$ cat src/rtl/spectrum_bar_gen.sv
`default_nettype none
// ============================================================================
//  Module   : spectrum_bar_gen
//  Purpose  : Turns a 16-band frame of signed 16-bit spectrum words into
//             4-bit bar heights with fast attack and frame-divided decay.
//             An optional per-band peak-hold marker is built when the macro
//             SPECTRUM_PEAK_HOLD_EN is defined. Without it, o_peak is zero.
//             Bands are processed one per cycle, so a frame takes 18 cycles
//             including the idle cycle.
//  Ports    : i_clk         clock, rising edge
//             i_rst         asynchronous active-high reset
//             i_data[16]    signed band words, band k = i_data[k]
//             i_data_done   strobe: capture i_data as a new frame (idle only)
//             o_level[16]   smoothed bar height per band, 0..15
//             o_peak[16]    peak-hold marker per band, 0..15
//             o_busy        high while a frame is being processed
//             o_frame_done  one-cycle strobe, all outputs final
//  Revision : 1.0  initial release
// ============================================================================
module spectrum_bar_gen #(
    parameter int DECAY_DIV   = 4,
    parameter int HOLD_FRAMES = 8
) (
    input  logic        i_clk,
    input  logic        i_rst,
    input  logic [15:0] i_data [16],
    input  logic        i_data_done,
    output logic [3:0]  o_level [16],
    output logic [3:0]  o_peak [16],
    output logic        o_busy,
    output logic        o_frame_done
);

    localparam logic [3:0] c_FC_LAST = 4'(DECAY_DIV - 1);

    generate
        if (DECAY_DIV < 1 || DECAY_DIV > 16 || HOLD_FRAMES < 0 || HOLD_FRAMES > 15) begin : g_param_check
            $error("spectrum_bar_gen: DECAY_DIV or HOLD_FRAMES out of range");
        end
    endgenerate

    typedef enum logic [1:0] {
        S_IDLE = 2'd0,
        S_PROC = 2'd1,
        S_DONE = 2'd2
    } state_t;

    state_t      state_q, state_d;
    logic [3:0]  band_q, band_d;
    logic        w_capture;
    logic [15:0] buf_q [16];
    logic [3:0]  fc_q;
    logic [3:0]  level_q [16];

    logic [15:0] w_x;
    logic [15:0] w_abs;
    logic [14:0] w_mag;
    logic [3:0]  w_raw;
    logic [3:0]  w_level_old;
    logic [3:0]  w_level_new;
    logic        w_decay;

    // ------------------------------------------------------------------
    // FSM next state
    // ------------------------------------------------------------------
    always_comb begin
        state_d   = state_q;
        band_d    = band_q;
        w_capture = 1'b0;
        case (state_q)
            S_IDLE: begin
                if (i_data_done) begin
                    w_capture = 1'b1;
                    band_d    = 4'd0;
                    state_d   = S_PROC;
                end
            end
            S_PROC: begin
                band_d = band_q + 4'd1;
                if (band_q == 4'd15) begin
                    state_d = S_DONE;
                end
            end
            S_DONE:  state_d = S_IDLE;
            default: state_d = S_IDLE;
        endcase
    end

    // ------------------------------------------------------------------
    // Per-band datapath for the band currently addressed by band_q
    // ------------------------------------------------------------------
    always_comb begin
        w_x   = buf_q[band_q];
        w_abs = w_x[15] ? (~w_x + 16'd1) : w_x;
        // Only 0x8000 leaves bit 15 set after negation; clamp it to 32767.
        w_mag = w_abs[15] ? 15'h7FFF : w_abs[14:0];

        w_raw = 4'd0;
        for (int i = 0; i < 15; i++) begin
            if (w_mag[i]) begin
                w_raw = 4'(i + 1);
            end
        end

        w_decay     = (fc_q == c_FC_LAST);
        w_level_old = level_q[band_q];
        if (w_raw >= w_level_old) begin
            w_level_new = w_raw;
        end else if (w_decay) begin
            w_level_new = w_level_old - 4'd1;
        end else begin
            w_level_new = w_level_old;
        end
    end

    always_ff @(posedge i_clk or posedge i_rst) begin
        if (i_rst) begin
            state_q <= S_IDLE;
            band_q  <= 4'd0;
            fc_q    <= 4'd0;
            for (int k = 0; k < 16; k++) begin
                buf_q[k]   <= 16'd0;
                level_q[k] <= 4'd0;
            end
        end else begin
            state_q <= state_d;
            band_q  <= band_d;
            if (w_capture) begin
                for (int k = 0; k < 16; k++) begin
                    buf_q[k] <= i_data[k];
                end
            end
            if (state_q == S_PROC) begin
                level_q[band_q] <= w_level_new;
            end
            // The frame counter moves once per frame, after all bands have
            // seen the same decay decision.
            if (state_q == S_DONE) begin
                fc_q <= (fc_q == c_FC_LAST) ? 4'd0 : fc_q + 4'd1;
            end
        end
    end

`ifdef SPECTRUM_PEAK_HOLD_EN
    localparam logic [3:0] c_HOLD = 4'(HOLD_FRAMES);

    logic [3:0] peak_q [16];
    logic [3:0] hc_q   [16];
    logic [3:0] w_peak_old;
    logic [3:0] w_peak_new;
    logic [3:0] w_hc_new;

    always_comb begin
        w_peak_old = peak_q[band_q];
        w_peak_new = w_peak_old;
        w_hc_new   = hc_q[band_q];
        if (w_raw >= w_peak_old) begin
            w_peak_new = w_raw;
            w_hc_new   = c_HOLD;
        end else if (hc_q[band_q] != 4'd0) begin
            w_hc_new = hc_q[band_q] - 4'd1;
        end else if (w_decay) begin
            // w_peak_old > w_raw >= 0 here, so the decrement cannot wrap.
            w_peak_new = ((w_peak_old - 4'd1) < w_level_new) ? w_level_new : (w_peak_old - 4'd1);
        end
    end

    always_ff @(posedge i_clk or posedge i_rst) begin
        if (i_rst) begin
            for (int k = 0; k < 16; k++) begin
                peak_q[k] <= 4'd0;
                hc_q[k]   <= 4'd0;
            end
        end else if (state_q == S_PROC) begin
            peak_q[band_q] <= w_peak_new;
            hc_q[band_q]   <= w_hc_new;
        end
    end

    generate
        for (genvar k = 0; k < 16; k++) begin : g_peak_out
            assign o_peak[k] = peak_q[k];
        end
    endgenerate
`else
    generate
        for (genvar k = 0; k < 16; k++) begin : g_peak_zero
            assign o_peak[k] = 4'd0;
        end
    endgenerate
`endif

    generate
        for (genvar k = 0; k < 16; k++) begin : g_level_out
            assign o_level[k] = level_q[k];
        end
    endgenerate

    assign o_busy       = (state_q != S_IDLE);
    assign o_frame_done = (state_q == S_DONE);

endmodule
`default_nettype wire
$ cat config.mk
export PLATFORM = sky130hd
export DESIGN_NAME = spectrum_bar_gen
export DESIGN_NICKNAME = d
export VERILOG_FILES = /design/src/rtl/spectrum_bar_gen.sv
export SDC_FILE = /design/constraint.sdc
export NUM_CORES = 1
export LEC_CHECK = 0
export ABC_AREA = 1
export CAP_MARGIN = 15
export CORE_UTILIZATION = 40
export DETAILED_ROUTE_END_ITERATION = 8
export GPL_ROUTABILITY_DRIVEN = 1
export HOLD_SLACK_MARGIN = 0.15
export PLACE_DENSITY = 0.68
export SKIP_LAST_GASP = 1
export SYNTH_ARGS = -nofsm -noshare
export SYNTH_HDL_FRONTEND = slang
export SYNTH_SLANG_ARGS = --single-unit
$ cat constraint.sdc
create_clock -name i_clk -period 11.7 [get_ports i_clk]
set_input_delay 2.34 -clock i_clk [delete_from_list [all_inputs] [get_ports i_clk]]
set_output_delay 2.34 -clock i_clk [all_outputs]
set_load 0.01 [all_outputs]
==> out/results.ini, run 1 <==
[logic_synthesis]
ys_warn_count = 0
synth_area_per_cell_um2 = 7.23
seq_area_frac_synth_pct = 47.6
yosysUniqueCellTypes = 40
ys.flop_type = dfrtp_1
synthArstFlopShare_pct = 100
syn_area_mm2 = 0.0173
yosys_register_bits = 330
synth-edff-count = 0
synth_cells = 2400

[global_route]
use_met1_pct = 33.7
grt.busiest_layer = met2
groute.usage.overall_pct = 24.7
antenna_found_initial = 4
met2_usage_pct = 40.0
grt_pass1_vias = 15100
gr-usage-met3_pct = 3.61
grt_max_degree = 280
globalRoute.totalOverflow = 0
grt_pass1_wl_mm = 84.7

[layout]
fillers = 4050
nets = 2921
fin_util_pct = 51.3
area_growth_pct = 25.3
final_layout_size_suffix_gt1_share_pct = 4.34

[placement]
io_buffers = 324
routabilityCongestion = 0.887
dp_hpwl_mm = 37.8

[setup_path]
cp-end-kind = flop
max_stage_delay_ns = 0.84
required_ns = 12.09
start_kind = flop
arrival_ns = 6.67
crit_slowest_cell = o21ai_2
cpMostUsedCell = nand2_1
path_class = flop to flop
cp_max_fo = 78

[clock_network]
cts_setup_buffers = 0
cts_tree = done
insertion_delay_ns = 0.56
hold_buffers = 0
clockRootBuffer = clkbuf_16
cts_buffers = 37
cts_sinks = 330
clkSlewWorstSetupHoldPaths_ns = 0.06
cts_resized = 0
clock_path_buffers = 3
cts_max_level = 2

[drt]
first_pass_iters = 5
vias_per_cell = 4.88
wl_per_cell_um = 16.8
routed_wl_mm = 54.7
antenna_left = 0
drcViolationCount = 0
vias = 15900
drt_iter0_drc = 1287

[pwr]
p_clk_share_pct = 16.7
seq_power_share_pct = 29.4
p_int_mw = 3.58
netSwitchingFraction_pct = 47.4
p_leak_nw = 10.7
powerDensity_mw_per_mm2 = 314
p_switching_mw = 3.23
p_comb_share_pct = 53.9
vdd_drop_max_v = 0.000221

[floorplan]
die_y_um = 210
rows = 75
die-area_mm2 = 0.0442
ios = 389
die_w_um = 210
core_region_area_mm2 = 0.0423
initial_utilization_pct = 41.0

[timing]
relSlewSlack_pct = 30.6
fin_skew_ns = 0.0223
setup_viol = 0
tightest_slew_ns = 1.04
rsz0062_at_grt = false
fin_crit_ns = 6.29
fmax_ghz = 0.159
hold_viol = 0
finalSetupTns_ns = 0
final_max_slew_viol_count = 0
fin_crit_sh_pct = 53.7

[min_path]
hold_class = flop to flop

[flow_run]
cap_violations = 0

[run_status]
status = completed

## cells by family after synthesis
kind of cell,Yosys count,share of synthesized area [%]
AND/OR/NAND/NOR,1293,29.5
buffers and inverters,442,12.1
flip-flops,330,47.6
AO/OA/AOI/OAI,319,9.82
adder cells (fa/ha/maj),11,0.794
XOR/XNOR,3,0.152
other,1,0.0216
multiplexers,1,0.0577
## sequential cells by signal (all words and copies together) (netlist names)
signal / cells
state_q: 2
buf_q: 256
band_q: 4
fc_q: 4
o_level: 64
## cell type report
| type | instances | area, um2 | area share, % |
|---|---|---|---|
| antenna | 2 | 5.00 | 0.0230 |
| multi-input combinational | 1691 | 7240 | 33.3 |
| tap | 577 | 722 | 3.32 |
| clock buffer | 56 | 1140 | 5.25 |
| inverter | 254 | 972 | 4.48 |
| timing repair buffer | 337 | 3350 | 15.4 |
| sequential | 330 | 8270 | 38.0 |
| clock inverter | 4 | 26.3 | 0.121 |
## layout by cell type, fill, tap and decap left out, drive strengths merged
master,n
o21a,1
nand4,10
inv,254
o21ai,272
clkinv,3
o211ai,1
mux2i,1
a22o,2
conb,64
nor4,1
xnor2,1
nand2,956
buf,13
nor2,211
clkinvlp,1
a31oi,17
nor3,3
nand3,110
o21bai,1
a22oi,1
diode,2
nand3b,1
a221oi,1
clkdlybuf4s50,324
ha,11
and3,1
o22ai,15
xor2,2
clkbuf,56
a21oi,8
dfrtp,330
## synth_stat cells, types with 3 or more instances
cell type	instances	area [um2]
o21ai_0	247	1240
o22ai_1	15	93.8
dfrtp_1	330	8260
o21ai_1	13	65.1
buf_1	8	30.0
inv_2	10	37.5
nor2_4	3	33.8
a21oi_1	8	40.0
ha_1	11	138
nand3_1	109	546
nor2_2	12	75.1
nand2_1	953	3580
inv_1	244	916
buf_2	17	85.1
nor2_1	196	736
clkbuf_1	72	270
nand2_2	3	18.8
nand4_1	8	50.1
buf_6	17	191
buf_4	73	548
o21ai_2	12	105
a31oi_1	17	106
## layer usage
layer	part of all wire, %	up-vias
li1	-	7764
met1	45	7454
met2	47	561
met3	5.9	87
met4	2.9	2
met5	0.024	-
## critical path, delay by kind of cell (launching register included)
family | cells | cell delay, ns
AOI/OAI and AO/OA | 5 | 1.56
adders and majority gates | 1 | 0.17
buffers and inverters | 3 | 1.36
and+or+nand+nor | 21 | 2.28
DFF | 1 | 0.63
## power by group through the flow
stage                     Combinational [mW]  Sequential [mW]  Clock (mW)
after floorplan                         2.61             1.95           0
after global routing                    4.14             2.05        1.20
after detailed placement                3.65             2.02           0
after global placement                  3.59             2.01           0
after CTS                               3.67             2.00        1.16
final                                   3.67             2.00        1.14
## path summary, 6_finish.rpt
path / cells after the start / start / to / slack [ns]
min in group asynchronous: 2 / i_rst / buf_q[175] / 2.36
max reg2reg: 30 / band_q[0] / o_level[43] / 5.41
min reg2reg: 2 / buf_q[238] / buf_q[238] / 0.47
max: 30 / band_q[0] / o_level[43] / 5.41
min: 2 / buf_q[238] / buf_q[238] / 0.47
max in group asynchronous: 3 / i_rst / buf_q[113] / 7.64
## per-stage QoR
| step | hold WS [ns] | power, mW | cells | setup WS [ns] | cell area (um2) |
|---|---|---|---|---|---|
| finish | 0.474 | 6.81 | 3251 | 5.41 | 21700 |
| global placement | 0.459 | 5.60 | 3188 | 5.59 | 20500 |
| detailed placement | 0.460 | 5.67 | 3188 | 5.40 | 20500 |
| CTS | 0.476 | 6.83 | 3248 | 5.37 | 21700 |
| floorplan | 0.444 | 4.55 | 2463 | 0.220 | 17600 |
| global route | 0.495 | 7.39 | 3250 | 4.81 | 21700 |
Note: power is estimated with default switching activity, not from simulation.
==> inputs of run 2 (changes only) <==
--- a/config.mk
+++ b/config.mk
@@ -11,7 +11,7 @@
 export DETAILED_ROUTE_END_ITERATION = 8
 export GPL_ROUTABILITY_DRIVEN = 1
 export HOLD_SLACK_MARGIN = 0.15
-export PLACE_DENSITY = 0.68
+export PLACE_DENSITY = 0.66
 export SKIP_LAST_GASP = 1
 export SYNTH_ARGS = -nofsm -noshare
 export SYNTH_HDL_FRONTEND = slang
==> constraint.sdc (replaced) <==
create_clock -name i_clk -period 6.5 [get_ports i_clk]
set_input_delay 1.3 -clock i_clk [delete_from_list [all_inputs] [get_ports i_clk]]
set_output_delay 1.3 -clock i_clk [all_outputs]
set_load 0.01 [all_outputs]
==> run 2 against run 1 <==
- total power rose by 84%
- wire length increased by 1.2%
- maximum frequency is 14% higher
- clock power up 100%
- register-to-register slack worse by 4.4 ns
- sequential power rose by 78%
- non-clock buffer count up 4
- critical path depth decreased by 4
- critical path type unchanged
- largest cell class unchanged
- largest power group unchanged
==> out/results.ini, run 2 (synthesis gave the netlist of run 1 again) <==
[run_status]
status = completed

[timing]
hold_viol = 0
fmax_ghz = 0.181
setup_viol = 0
final_max_slew_viol_count = 0
fin_crit_sh_pct = 84.8
finalSetupTns_ns = 0
tightest_slew_ns = 0.991
rsz0062_at_grt = false
fin_skew_ns = 0.0257
relSlewSlack_pct = 34.0
fin_crit_ns = 5.51

[layout]
final_common_cell = nand2_1
layout.cells.non_filler = 3262
nets = 2927
final_cell_mix = nand2_1, dfrtp_1, clkdlybuf4s50_1
area_growth_pct = 26.6
regMostFlops = buf_q
n_antenna_cell = 0
final_layout_size_suffix_gt1_share_pct = 4.80
largest_reg_flops = 256

[clock_network]
clkSlewWorstSetupHoldPaths_ns = 0.06
cts_max_level = 2
cts_sinks = 330
insertion_delay_ns = 0.56
cts_setup_buffers = 0
clockRootBuffer = clkbuf_16
hold_buffers = 0
cts_tree = done
cts_buffers = 39
clock_path_buffers = 3
cts_resized = 0

[global_route]
antenna_found_initial = 0
globalRoute.totalOverflow = 0
met2_usage_pct = 40.0
groute.usage.overall_pct = 25.3
use_met1_pct = 35.7
grt_pass1_vias = 15600
gr-usage-met3_pct = 4.02
grt.busiest_layer = met2
grt_max_degree = 171
grt_pass1_wl_mm = 87.2

[floorplan]
die_y_um = 210
core_region_area_mm2 = 0.0423
rows = 75
die_w_um = 210
initial_utilization_pct = 41.0
ios = 389
die-area_mm2 = 0.0442

[setup_path]
cp-end-kind = flop
start_kind = flop
arrival_ns = 6.00
path_class = flop to flop
cp_max_fo = 73
required_ns = 6.99

[drt]
wl_per_cell_um = 17.0
first_pass_iters = 5
drcViolationCount = 0
routed_wl_mm = 55.3
drt_iter0_drc = 1501
antenna_left = 0
vias = 15800
vias_per_cell = 4.85

[pwr]
p_clk_share_pct = 18.3
p_switching_mw = 5.84
vdd_drop_max_v = 0.000334
seq_power_share_pct = 28.5
p_comb_share_pct = 53.2
powerDensity_mw_per_mm2 = 570
p_int_mw = 6.68
netSwitchingFraction_pct = 46.7
p_leak_nw = 10.8

[placement]
dp_hpwl_mm = 38.8
routabilityCongestion = 0.883
io_buffers = 324
place_inst = 3192

[flow_run]
cap_violations = 0

[min_path]
hold_class = flop to flop

-- run 2: worst paths after layout --
kind	from	to	slack [ns]	cells after the start
hold reg to reg	buf_q[252]	buf_q[252]	0.48	2
max in group asynchronous	i_rst	band_q[0]	3.73	3
setup reg to reg	band_q[1]	o_level[2]	0.99	26
setup / recovery	band_q[1]	o_level[2]	0.99	26
min in group asynchronous	i_rst	buf_q[134]	1.25	2
hold / removal	buf_q[252]	buf_q[252]	0.48	2
-- run 2: power groups by stage --
stage               clock (mW)  combinational (mW)  sequential, mW
floorplan                    0                4.69            3.50
global placement             0                6.49            3.57
detailed placement           0                6.60            3.59
CTS                       2.33                6.64            3.56
global route              2.41                7.51            3.66
finish                    2.29                6.66            3.57
-- run 2: critical path: stages (launching register included) --
cell      delay, ns
dfrtp_4        0.66
clkinv_2       0.37
buf_12         0.34
nand3_1        0.14
nand2_1        0.06
nand2_1        0.09
nand4_2        0.44
nand2_1        0.23
nor2_1         0.07
nand4_2        0.20
nand2_1        0.11
nor4_1         0.33
nand2_1        0.10
nand2_1        0.08
nand2_1        0.05
nand2_1        0.05
nand2_1        0.10
ha_1           0.32
inv_1          0.07
nor2_1         0.03
o21ai_0        0.14
nand2_1        0.07
a31oi_1        0.20
inv_1          0.21
o21ai_2        0.68
nand2_1        0.14
nand2_1        0.10
-- run 2: area by class of cell --
cell class | count | area [um2]
timing repair buffer | 341 | 3430
clock buffer | 50 | 1060
tap | 577 | 722
sequential | 330 | 8270
fill | 4020 | 20400
inverter | 254 | 968
clock inverter | 19 | 264
multi-input combinational | 1691 | 7240
-- run 2: layer usage --
| metal | share of wire (%) | wire length [um] |
|---|---|---|
| met1 | 46 | 25400 |
| met2 | 46 | 25200 |
| met3 | 5.9 | 3240 |
| met4 | 2.7 | 1500 |
| met5 | 0 | 0 |
-- run 2: per-stage QoR --
stage	setup WS, ns	total power [mW]	util, %	hold slack, ns	area [um2]
global route	0.395	13.6	51.9	0.492	22000
CTS	1.04	12.5	51.8	0.479	21900
finish	0.988	12.5	51.9	0.479	22000
floorplan	0.793	8.20	-	0.444	17600
detailed placement	1.06	10.2	48.7	0.464	20600
global placement	1.25	10.1	48.7	0.457	20600
==> inputs of run 3 (changes only) <==
--- a/config.mk
+++ b/config.mk
@@ -11,7 +11,7 @@
 export DETAILED_ROUTE_END_ITERATION = 8
 export GPL_ROUTABILITY_DRIVEN = 1
 export HOLD_SLACK_MARGIN = 0.15
-export PLACE_DENSITY = 0.66
+export PLACE_DENSITY = 0.68
 export SKIP_LAST_GASP = 1
 export SYNTH_ARGS = -nofsm -noshare
 export SYNTH_HDL_FRONTEND = slang
==> constraint.sdc (replaced) <==
create_clock -name i_clk -period 4.7 [get_ports i_clk]
set_input_delay 0.94 -clock i_clk [delete_from_list [all_inputs] [get_ports i_clk]]
set_output_delay 0.94 -clock i_clk [all_outputs]
set_load 0.01 [all_outputs]
==> run 3 against run 2 <==
- cell count increased by 1.8%
- wire length up 5.7%
- sequential cell count stayed put
- maximum frequency up 24%
- sequential share of layout area is 1.8 points lower
- setup slack worse by 0.74 ns
- hold slack worse by 0.0032 ns
- cell area increased by 4.9%
- combinational power grew 65%
- critical endpoint is now o_level[5]
- highest routed layer unchanged
==> out/results.ini, run 3 (synthesis gave the netlist of run 1 again) <==
[layout]
regMostFlops = buf_q
largest_reg_flops = 256
nets = 2984
final_common_cell = nand2_1
final_layout_size_suffix_gt1_share_pct = 8.09
fin_util_pct = 54.4
fillers = 4035
multi_input_area_mm2 = 0.00748
final_cell_mix = nand2_1, dfrtp_1, clkdlybuf4s50_1
area_growth_pct = 32.8
final_area_mm2 = 0.0230
register_area_mm2 = 0.00827

[timing]
tightest_slew_ns = 1.05
relSlewSlack_pct = 29.8
fin_crit_sh_pct = 94.8
fin_crit_ns = 4.46
final_max_slew_viol_count = 0
fmax_ghz = 0.224
setup_viol = 0
hold_viol = 0
fin_skew_ns = 0.0282

[setup_path]
start_kind = flop
max_stage_delay_ns = 0.49
crit_slowest_cell = dfrtp_4
crit_family = simple AND/OR/NAND/NOR gates
cp_max_fo = 9
path_class = flop to flop
required_ns = 5.18
cpMostUsedCell = nand2_1
crit_buf_inv = 9
arrival_ns = 4.94
cp-end-kind = flop

[clock_network]
clkSlewWorstSetupHoldPaths_ns = 0.06
hold_buffers = 0
cts_max_level = 2
insertion_delay_ns = 0.57
cts_tree = done
clock_path_buffers = 3
clockRootBuffer = clkbuf_16
cts_sinks = 330
cts_buffers = 39

[drt]
routed_wl_mm = 58.5
route.met3.wl_mm = 3.92
drcViolationCount = 0
m1WireLength_mm = 25.7
first_pass_iters = 7
wl_met2_mm = 27.2
vias_per_cell = 4.95
antenna_left = 0
wl_per_cell_um = 17.6
top_layer = met4
vias = 16400
drt_iter0_drc = 1297

[placement]
place_area_mm2 = 0.0210
dp_hpwl_mm = 41.2
routabilityCongestion = 0.900
io_buffers = 324

[global_route]
antenna_found_initial = 1
grt_pass1_wl_mm = 88.7
grt_pass1_vias = 15800
grt_max_degree = 149
globalRoute.totalOverflow = 0
groute.usage.overall_pct = 26.0

[pwr]
vdd_drop_max_v = 0.000722
p_switching_mw = 8.94
netSwitchingFraction_pct = 46.2
p_clk_share_pct = 17.5
p_comb_share_pct = 57.1
seq_power_share_pct = 25.3
powerDensity_mw_per_mm2 = 839
p_int_mw = 10.4
p_leak_nw = 11.3

[floorplan]
die_w_um = 210
ios = 389
die_y_um = 210
initial_utilization_pct = 41.0
die-area_mm2 = 0.0442
rows = 75
core_region_area_mm2 = 0.0423

[run_status]
status = completed

[flow_run]
cap_violations = 0

[min_path]
hold_class = flop to flop

[run 3: changes by cell type in the layout (fill, tap and decap cells not counted), moves of 4 or more]
| cell | previous run | this run |
|---|---|---|
| nor2_1 | 194 | 188 |
| buf_12 | 5 | 14 |
| clkbuf_1 | 7 | 3 |
| a31oi_4 | 0 | 6 |
| nand2_2 | 3 | 11 |
| nand2_1 | 952 | 944 |
| nor2_4 | 3 | 12 |
| a31oi_1 | 17 | 10 |
| buf_4 | 12 | 42 |
| clkbuf_8 | 4 | 8 |
| buf_6 | 0 | 7 |
| clkbuf_16 | 39 | 44 |
[run 3: through the flow]
stage	worst slack (ns)	std cells	hold slack (ns)	setup TNS [ns]	total power, mW
global route	-0.0412	3320	0.493	-0.232	20.7
floorplan	-0.647	2463	0.444	-213.40	11.3
global placement	0.0962	3232	0.457	0	14.5
finish	0.244	3321	0.475	0	19.3
detailed placement	-0.0363	3232	0.461	-0.215	14.7
CTS	-0.0116	3302	0.477	-0.0511	18.2
[run 3: power groups by stage]
stage	combinational (mW)	sequential, mW	clock, mW
after floorplan	6.49	4.84	0
after global placement	9.60	4.90	0
after detailed placement	9.73	4.93	0
after CTS	9.83	4.90	3.45
after global routing	12.1	5.03	3.56
final	11.0	4.90	3.39
[run 3: path summary, 6_finish.rpt]
check                           cells past startpoint       start  slack (ns)    endpoint
worst max-delay path                               34   band_q[0]        0.24  o_level[5]
worst min-delay path                                2  buf_q[142]        0.48  buf_q[142]
worst max register to register                     34   band_q[0]        0.24  o_level[5]
worst min register to register                      2  buf_q[142]        0.48  buf_q[142]
max in group asynchronous                           3       i_rst        2.68  buf_q[214]
min in group asynchronous                           2       i_rst        0.98  buf_q[155]
[run 3: worst min-delay path, cell delays in order (launching register included)]
cell and delay, ns:
dfrtp_1 0.34, nand2_1 0.05, nand2_1 0.05
[run 3: repair_timing]
item / 4_1_cts / 5_1_grt
hold endpoints to repair: 0 / 0
buffers inserted: 0 / 10
gates resized for setup: 1 / 62
gates cloned: 0 / 8
pin swaps: 0 / 20
endpoints found under the setup margin: 16 / 64
[run 3: area by class of cell]
class	count	share of cell area, %
tap	577	3.13
timing repair inverter	1	0.0380
clock inverter	21	1.54
antenna	1	0.0109
sequential	330	35.9
inverter	254	4.25
timing repair buffer	397	18.0
clock buffer	49	4.70
multi-input combinational	1691	32.5
[run 3: metal layers]
metal,vias up,GRT usage (%)
li1,7910,-
met1,7782,35.9
met2,634,41.6
met3,101,3.77
met4,0,9.11
met5,-,0
